<file path="src/rtl/wh_out_port_alloc.sv">
// Wormhole output-port allocator: round-robin head arbitration, then the link stays locked to the winner until its tail transfers.
// Optional lock timeout with a sticky error flag is built when WH_OUT_ALLOC_TIMEOUT_EN is defined.
module wh_out_port_alloc #(
    parameter int N_INPUTS    = 4,
    parameter int TIMEOUT_CYC = 256
) (
    input  logic                        clk,
    input  logic                        arst,
    input  logic [N_INPUTS-1:0]         req_i,
    input  logic [N_INPUTS-1:0]         head_i,
    input  logic [N_INPUTS-1:0]         tail_i,
    input  logic                        out_ready_i,
    output logic [N_INPUTS-1:0]         grant_o,
    output logic                        out_valid_o,
    output logic                        locked_o,
    output logic [$clog2(N_INPUTS)-1:0] owner_o,
    output logic                        err_o
);

    localparam int PW = $clog2(N_INPUTS);

    typedef enum logic [0:0] {
        ST_IDLE   = 1'b0,
        ST_LOCKED = 1'b1
    } state_t;

    // Elaboration-time sanity check on the configuration.
    if (N_INPUTS < 2 || TIMEOUT_CYC < 2) begin : g_param_check
        $error("wh_out_port_alloc: N_INPUTS and TIMEOUT_CYC must both be at least 2");
    end

    function automatic logic [PW-1:0] inc_mod(input logic [PW-1:0] x);
        logic [PW-1:0] r;
        if (x == PW'(N_INPUTS - 1)) begin
            r = {PW{1'b0}};
        end else begin
            r = x + PW'(1);
        end
        return r;
    endfunction

    function automatic logic [N_INPUTS-1:0] onehot(input logic [PW-1:0] idx);
        logic [N_INPUTS-1:0] v;
        v      = {N_INPUTS{1'b0}};
        v[idx] = 1'b1;
        return v;
    endfunction

    state_t              state_r, state_n;
    logic [PW-1:0]       ptr_r, ptr_n;
    logic [PW-1:0]       owner_r, owner_n;
    logic [N_INPUTS-1:0] eligible_s;
    logic [N_INPUTS-1:0] grant_s;
    logic                valid_s;
    logic                xfer_s;
    logic                win_found_s;
    logic [PW-1:0]       win_idx_s;
    logic [PW-1:0]       scan_idx_s;

`ifdef WH_OUT_ALLOC_TIMEOUT_EN
    localparam int CW = $clog2(TIMEOUT_CYC);
    logic [CW-1:0]       stall_cnt_r, stall_cnt_n;
    logic                timeout_s;
    logic                err_r, err_n;
`endif

    assign eligible_s = req_i & head_i;

    // Round-robin search from ptr for the first input presenting a head flit.
    always_comb begin
        win_found_s = 1'b0;
        win_idx_s   = ptr_r;
        scan_idx_s  = ptr_r;
        for (int k = 0; k < N_INPUTS; k++) begin
            if (!win_found_s && eligible_s[scan_idx_s]) begin
                win_found_s = 1'b1;
                win_idx_s   = scan_idx_s;
            end else begin
                win_found_s = win_found_s;
            end
            scan_idx_s = inc_mod(scan_idx_s);
        end
    end

    // Grant / valid decode; held at zero while reset is asserted.
    always_comb begin
        grant_s = {N_INPUTS{1'b0}};
        valid_s = 1'b0;
        if (arst) begin
            grant_s = {N_INPUTS{1'b0}};
            valid_s = 1'b0;
        end else begin
            case (state_r)
                ST_IDLE: begin
                    if (win_found_s) begin
                        grant_s = onehot(win_idx_s);
                        valid_s = 1'b1;
                    end else begin
                        grant_s = {N_INPUTS{1'b0}};
                        valid_s = 1'b0;
                    end
                end
                ST_LOCKED: begin
                    // The owner keeps the mux even through bubbles.
                    grant_s = onehot(owner_r);
                    valid_s = req_i[owner_r];
                end
                default: begin
                    grant_s = {N_INPUTS{1'b0}};
                    valid_s = 1'b0;
                end
            endcase
        end
    end

    assign xfer_s = valid_s & out_ready_i;

    // Next-state logic for the lock FSM, round-robin pointer and owner.
    always_comb begin
        state_n = state_r;
        ptr_n   = ptr_r;
        owner_n = owner_r;
`ifdef WH_OUT_ALLOC_TIMEOUT_EN
        timeout_s = 1'b0;
`endif
        case (state_r)
            ST_IDLE: begin
                if (xfer_s) begin
                    owner_n = win_idx_s;
                    if (tail_i[win_idx_s]) begin
                        ptr_n = inc_mod(win_idx_s);
                    end else begin
                        state_n = ST_LOCKED;
                    end
                end else begin
                    state_n = ST_IDLE;
                end
            end
            ST_LOCKED: begin
                if (xfer_s) begin
                    if (tail_i[owner_r]) begin
                        state_n = ST_IDLE;
                        ptr_n   = inc_mod(owner_r);
                    end else begin
                        state_n = ST_LOCKED;
                    end
                end else begin
`ifdef WH_OUT_ALLOC_TIMEOUT_EN
                    if (stall_cnt_r == CW'(TIMEOUT_CYC - 1)) begin
                        timeout_s = 1'b1;
                        state_n   = ST_IDLE;
                        ptr_n     = inc_mod(owner_r);
                    end else begin
                        timeout_s = 1'b0;
                    end
`else
                    state_n = ST_LOCKED;
`endif
                end
            end
            default: begin
                state_n = ST_IDLE;
            end
        endcase
    end

    // FSM, pointer and owner registers.
    always_ff @(posedge clk or posedge arst) begin
        if (arst) begin
            state_r <= ST_IDLE;
            ptr_r   <= {PW{1'b0}};
            owner_r <= {PW{1'b0}};
        end else begin
            state_r <= state_n;
            ptr_r   <= ptr_n;
            owner_r <= owner_n;
        end
    end

`ifdef WH_OUT_ALLOC_TIMEOUT_EN
    // Stall counter: only advances on LOCKED cycles without a transfer.
    always_comb begin
        stall_cnt_n = {CW{1'b0}};
        err_n       = err_r | timeout_s;
        if (state_r == ST_LOCKED && !xfer_s && !timeout_s) begin
            stall_cnt_n = stall_cnt_r + CW'(1);
        end else begin
            stall_cnt_n = {CW{1'b0}};
        end
    end

    // Stall counter and sticky error registers.
    always_ff @(posedge clk or posedge arst) begin
        if (arst) begin
            stall_cnt_r <= {CW{1'b0}};
            err_r       <= 1'b0;
        end else begin
            stall_cnt_r <= stall_cnt_n;
            err_r       <= err_n;
        end
    end

    assign err_o = err_r;
`else
    assign err_o = 1'b0;
`endif

    assign grant_o     = grant_s;
    assign out_valid_o = valid_s;
    assign locked_o    = (state_r == ST_LOCKED);
    assign owner_o     = owner_r;

endmodule

</file>
<file path="config.mk">
export PLATFORM = sky130hd
export DESIGN_NAME = wh_out_port_alloc
export DESIGN_NICKNAME = d
export VERILOG_FILES = /design/src/rtl/wh_out_port_alloc.sv
export SDC_FILE = /design/constraint.sdc
export NUM_CORES = 1
export LEC_CHECK = 0
export ABC_AREA = 0
export CORE_UTILIZATION = 49
export CTS_CLUSTER_DIAMETER = 200
export DETAILED_ROUTE_END_ITERATION = 6
export PLACE_DENSITY_LB_ADDON = 0.1
export RECOVER_POWER = 25
export SKIP_CTS_REPAIR_TIMING = 1
export SLEW_MARGIN = 20
export SYNTH_ARGS = -nofsm -noshare
export SYNTH_HDL_FRONTEND = slang
export SYNTH_SLANG_ARGS = --single-unit
</file>
<file path="constraint.sdc">
create_clock -name clk -period 3.3 [get_ports clk]
set_input_delay 0.33 -clock clk [delete_from_list [all_inputs] [get_ports clk]]
set_output_delay 0.33 -clock clk [all_outputs]
set_load 0.1 [all_outputs]
</file>
==> summary.txt <==
Yosys
  – Top_reg_cell synth: dfrtp_1
  – Register bit total from synthesis: 5
  – Mean cell area of the mapped netlist: 8.84 µm²
  – Syn nets: roughly 130
  – Most frequent cell after synthesis: nand2_1
  – Post-synth EDFFs: 0
  – Post-synth top cells: nand2_1 (11), nor2_1 (10), ha_1 (9)
  – Syn. warnings: 0
  – Cell taking the most area after synthesis: dfrtp_1
  – Seq/Total Area, Yosys: 13.2%
  – Library cells used by synthesis: 38
  – Share of the synthesized area in the top cell type: 13.2%
  – Post-synthesis instance total: 107
  – Ys async rst share: 100%
  – Post-Syn Area: 946 µm²
  – Synth area leaders: dfrtp_1 (13%), ha_1 (12%), mux4_2 (12%)

Routing
  – Via count: 974
  – Router iterations before antenna repair: 4
  – Vias per cell: about 6
  – Antenna viol nets, final: 0
  – Routed wire length: 2.76 mm
  – DR iter-0 viols: 20
  – Routed wire per std cell: 16.8 µm
  – Post-route DRC violation count: 0

Clock network
  – TritonCTS Sinks: 5
  – Clock Latency Late Sink: 0.24 ns
  – Total CTS buffers: 3
  – CTS max path bufs: 2
  – Root Buffer: clkbuf_4
  – Clk slew on worst S/H paths: about 0.040 ns
  – H-tree Lvls: 1
  – TritonCTS clock tree: yes

GRT
  – First-pass GRT wire length: a little over 4 mm
  – Pin count of the biggest net entering global routing: 16
  – Vias in the first global route: 853
  – Gr ovfl total: 0
  – Initial antenna violation count: 0
  – GRT Util Overall: 27.3%

STA
  – Fraction of the cycle the final worst path needs: 99.6%
  – Worst-Margin Slew: 0.981 ns
  – Pins Over Slew Limit: 0
  – Setup violations, final: 0
  – Fmax: 304 MHz
  – Final Hold Vio Count: 0
  – Minimum clock period: 3.29 ns
  – Setup Skew: 0.00298 ns
  – Slew margin rel.: about a third

Layout
  – Diodes inserted: 0
  – Area Overhead vs Synth: 47.8%
  – Post-layout util: between 70% and 80%
  – Fraction of layout cells with a size suffix above 1: about 33%
  – Area of the multi-input gates: 832 µm²
  – Fin cells: approximately 160
  – Final Net Count: roughly 160
  – Area occupied by registers: about 130 µm²
  – Fillers: about 130

Run status
  – Outcome: finished, final reports clean

Setup path
  – Worst Setup End Kind: primary output
  – Worst-path maximum fanout: 15
  – Crit path largest cell delay: 0.46 ns
  – CP startpoint kind: flip-flop
  – Crit path max-delay family: compound AO/OA/AOI/OAI gates
  – Crit path arrival time: just under 3 ns
  – Worst path slowest cell: o211ai_1
  – Critical Path RT: 2.97 ns
  – Crit path cell chain: buf_4 -> o211ai_1 -> nand4_1 -> a2bb2oi_1 -> a21oi_1 -> or3_4 -> clkinv_4 -> ha_1 -> mux2i_1 -> nor2_4 -> buf_12
  – Setup Crit Path Kind: flip-flop to primary output
  – WP buf/inv: 3

Floorplan
  – Die height: roughly 46 µm
  – FP Rows: 15
  – Die width: approximately 46 µm
  – Core Footprint: 1760 µm²
  – Die area: 2110 µm²
  – Initial core utilization: between 50% and 60%
  – Io pins: 24

Job
  – Max-cap violations: 0

Place
  – I/O Buffers: 22
  – Final Wtd Congestion: between 0.9 and 1
  – Hpwl dp: 2.00 mm
  – Inst Count DP: 156

Hold path
  – Worst hold path type: input pin to async pin
## final timing paths
| path | startpoint | endpoint | slack, ns | cells past startpoint |
|---|---|---|---|---|
| setup / recovery | ptr_r[0]$_DFFE_PP0P_ | grant_o[2] | 0.01 | 11 |
| hold / removal | arst | locked_o$_DFF_PP0_ | 0.45 | 2 |
| setup reg to reg | ptr_r[0]$_DFFE_PP0P_ | ptr_r[1]$_DFFE_PP0P_ | 0.27 | 10 |
| hold reg to reg | ptr_r[1]$_DFFE_PP0P_ | ptr_r[1]$_DFFE_PP0P_ | 0.74 | 2 |
| max in group asynchronous | arst | owner_o[0]$_DFFE_PP0P_ | 2.64 | 2 |
| min in group clk | ptr_r[1]$_DFFE_PP0P_ | ptr_r[1]$_DFFE_PP0P_ | 0.74 | 2 |
## logic make-up after synthesis
logic type                 after synthesis  synth area share, %
AOI/OAI and AO/OA                       25                 22.2
xor gates and xnor gates                 1                0.926
adders and majority gates                9                 11.9
buffers and inverters                   11                 5.82
DFF                                      5                 13.2
muxes                                   14                 22.0
other                                    1                0.396
and+or+nand+nor                         41                 23.5
## sequential cells by signal, indices dropped and copies added, names as in the netlist
signal / cells
owner_o: 2
ptr_r: 2
locked_o: 1
## cell usage in the layout, fill, tap and decap left out, drive strengths merged, types with 7 or more instances in the layout
cell type and count:
buf 15, nand2 11, clkdlybuf4s50 10, nor2 10, ha 9, nand3 7
inv 7
## area by class of cell
type | count | area share (%)
Sequential cell | 5 | 8.95
Timing Repair Buffer | 31 | 24.9
Tap cell | 25 | 2.24
Multi-Input combinational cell | 91 | 59.5
Clock buffer | 4 | 1.88
Inverter | 8 | 2.51
## metal layers
layer / global-route usage (%) / vias to the layer above / share of wire, %
li1: - / 465 / -
met1: 40.0 / 461 / 44
met2: 42.0 / 44 / 50
met3: 2.38 / 4 / 4.1
met4: 8.82 / 0 / 1.6
met5: 0 / - / 0
## per-stage QoR
| stage | area, µm² | hold WS (ns) | setup slack (ns) | setup TNS (ns) |
|---|---|---|---|---|
| final | 1400 | 0.448 | 0.0127 | 0 |
| after global routing | 1400 | 0.493 | -0.0235 | -0.0420 |
| after CTS | 1320 | 0.303 | -0.186 | -0.585 |
| after detailed placement | 1290 | 0.569 | 0.0297 | 0 |
| after global placement | 1290 | 0.569 | 0.0982 | 0 |
| after floorplan | 976 | 0.139 | 0.118 | 0 |
Power is not shown: default switching activity piles up to over one toggle a cycle in this logic, so the estimate is an artifact.
==> patch 1, RTL diff (same flow settings) <==
The parameter `N_INPUTS` goes from 4 to 8.
--- a/src/rtl/wh_out_port_alloc.sv
+++ b/src/rtl/wh_out_port_alloc.sv
@@ -1,7 +1,7 @@
 // Wormhole output-port allocator: round-robin head arbitration, then the link stays locked to the winner until its tail transfers.
 // Optional lock timeout with a sticky error flag is built when WH_OUT_ALLOC_TIMEOUT_EN is defined.
 module wh_out_port_alloc #(
-    parameter int N_INPUTS    = 4,
+    parameter int N_INPUTS    = 8,
     parameter int TIMEOUT_CYC = 256
 ) (
     input  logic                        clk,
Interface: changed (5 resized); port bits go from 24 to 41. No check against the original RTL was run, so the function may have changed too.
==> patch 1 against the unedited design <==
The flow now finishes with violations (negative setup slack); count of clock-buffer cells in the layout unchanged; clock skew is 0.00090 ns lower; non-clock buffer count up 95; area after synthesis increased by 130%; routed wire length rose to 3.0 times the old value; global-route usage grew 7.7 points; final cell count increased to 2.5 times the old value; sequential cell count grew 2; final area increased to 2.6 times the old value; first-iteration DRC count rose to 14 times the old value; setup slack got worse by 1.2 ns; highest routed layer unchanged.
Power is left out: the tool's default activity adds up to more than one toggle a clock period on the data nets, which glitch-free logic cannot reach.
==> patch 1: results (changes against the unedited design) <==
setup_ws_ns: -1.15  # -1.16 ns
buffers: 126  # +310%
grt_max_degree: 20  # +4
grt_pass1_wl_um: 12100  # +200%
status: "finished, violations left"
synth.avg_cell_area_um2: 8.41  # -4.9%
cp.arrival_ns: 4.12  # +1.16 ns
max_stage_delay_ns: 0.57  # +0.11 ns
grt_pass1_vias: 2628  # +210%
die_x_um: 68.1  # +48%
cts-root-buf: "clkbuf_8"
gp_congestion: 0.897  # -4.7%
critPathTopFamily: "adder cells"
worst_pin_slew_ns: 0.622  # -0.360 ns
place_inst: 410  # +160%
violations: "negative setup slack"
yosysUniqueCellTypes: 59  # +55%
initialDrtViolationCount: 273  # +1300%
first_pass_iters: 5  # +1
clock_area_frac: 0.0126  # -0.00617
multiInputGateArea_um2: 2120  # +150%
hpwlAfterDp_um: 6290  # +210%
setup_viol: 16  # +16
seqCellArea_um2: 175  # +40%
n_sequential_cell: 7  # +2
==> patch 1: cell families (layout without fill, tap and decap cells) <==
family,count (synthesis),in the layout,synth area share
fa+ha+maj,13,13,0.0759
other cells,1,1,0.00175
buf+inv,28,140,0.0630
xor+xnor,1,1,0.00409
mux,48,48,0.333
flops,7,7,0.0817
simple gates,97,97,0.227
compound gates,60,60,0.213
==> patch 1: worst paths after layout <==
kind | to | from | depth (start not counted)
max | grant_o[3] | ptr_r[1] | 16
min | ptr_r[0] | arst | 2
max reg2reg | ptr_r[2] | ptr_r[1] | 16
min reg2reg | owner_o[2] | owner_o[2] | 2
max in group asynchronous | ptr_r[2] | arst | 2
min in group clk | owner_o[2] | owner_o[2] | 2
==> patch 1: layer usage <==
metal  track usage  vias up  wire length, µm
met2         0.620      134             4300
li1              -     1214                -
met4         0.115        0              199
met1         0.430     1308             3220
met3        0.0500       21              468
met5             0        -                0
==> patch 2, RTL diff (config.mk and constraints unchanged) <==
Made on the original files. Add a define of `WH_OUT_ALLOC_TIMEOUT_EN`.
--- a/src/rtl/wh_out_port_alloc.sv
+++ b/src/rtl/wh_out_port_alloc.sv
@@ -1,5 +1,7 @@
 // Wormhole output-port allocator: round-robin head arbitration, then the link stays locked to the winner until its tail transfers.
 // Optional lock timeout with a sticky error flag is built when WH_OUT_ALLOC_TIMEOUT_EN is defined.
+`define WH_OUT_ALLOC_TIMEOUT_EN
+
 module wh_out_port_alloc #(
     parameter int N_INPUTS    = 4,
     parameter int TIMEOUT_CYC = 256
Function: no difference found for any inputs over 10 cycles, from zero or initial values and one cycle with arst high; that may be too few to reach the edited logic, so the function may still have changed.
==> patch 2 against the unedited design <==
The flow now finishes with violations (negative setup slack); routed wire length increased by 21%; synthesized cell count increased by 42%; register-to-register slack improved by 0.05 ns; sequential cell count increased by 9; setup slack got worse by 0.044 ns; hold slack got worse by 0.017 ns; final area increased by 35%; non-clock buffer count increased by 8; clock skew increased by 0.0018 ns; area after synthesis increased by 45%; critical path type unchanged; largest cell class unchanged.
Power is not shown: default switching activity piles up to over one toggle a cycle in this logic, so the estimate is an artifact.
==> patch 2: results (changes against the unedited design) <==
status: "finished, violations left"
violations: "negative setup slack"
grt_util_met2: 0.412  # -0.00807
rows: 18  # +3
setup_viol: 2  # +2
cp_slowest_cell: "mux4_2"
finalNonFillerCells: 219  # +34%
fin_setup_tns_ns: -0.0488  # -0.0488 ns
yosysUniqueCellTypes: 48  # +26%
clock_skew_ns: 0.00480  # +0.00182 ns
setup_ws_ns: -0.0308  # -0.0435 ns
place_ws_ns: -0.0105  # -0.0402 ns
seq-cell-share: 0.186  # +0.0966
grt_pass1_vias: 1153  # +35%
port_buffers: 23  # +4.5%
dr_wl_met3_um: 142  # +25%
hpwlAfterDp_um: 2490  # +24%
postPlaceCellArea_um2: 1740  # +35%
synth_nets: 177  # +35%
drive_above_1_share: 0.275  # -0.0558
synth_seq_cells: 14  # +9
grtUsageMet3: 0.0583  # +0.0345
wl_met2_um: 1690  # +22%
buffers: 39  # +26%
inv_count: 9  # +1
gp_congestion: 0.853  # -9.3%
[patch 2: cell count changes after synthesis, sizes merged, moves of 2 or more]
| cell | before | now |
|---|---|---|
| nand4bb | 2 | 0 |
| and3 | 0 | 3 |
| a211o | 0 | 2 |
| xor2 | 0 | 3 |
| nor2 | 10 | 18 |
| nand3 | 7 | 10 |
| xnor2 | 1 | 3 |
| dfrtp | 5 | 14 |
| a21boi | 0 | 3 |
| clkbuf | 0 | 3 |
| nand2 | 11 | 13 |
| inv | 7 | 9 |
[patch 2: path summary, 6_finish.rpt]
path / depth (start not counted) / to / start / slack (ns)
setup / recovery: 10 / grant_o[3] / ptr_r[0] / -0.03
hold / removal: 2 / ptr_r[0] / arst / 0.43
setup reg to reg: 10 / ptr_r[1] / ptr_r[0] / 0.32
hold reg to reg: 1 / err_o / err_o / 0.47
max in group asynchronous: 3 / stall_cnt_r[5] / arst / 2.18
min in group clk: 1 / err_o / err_o / 0.47
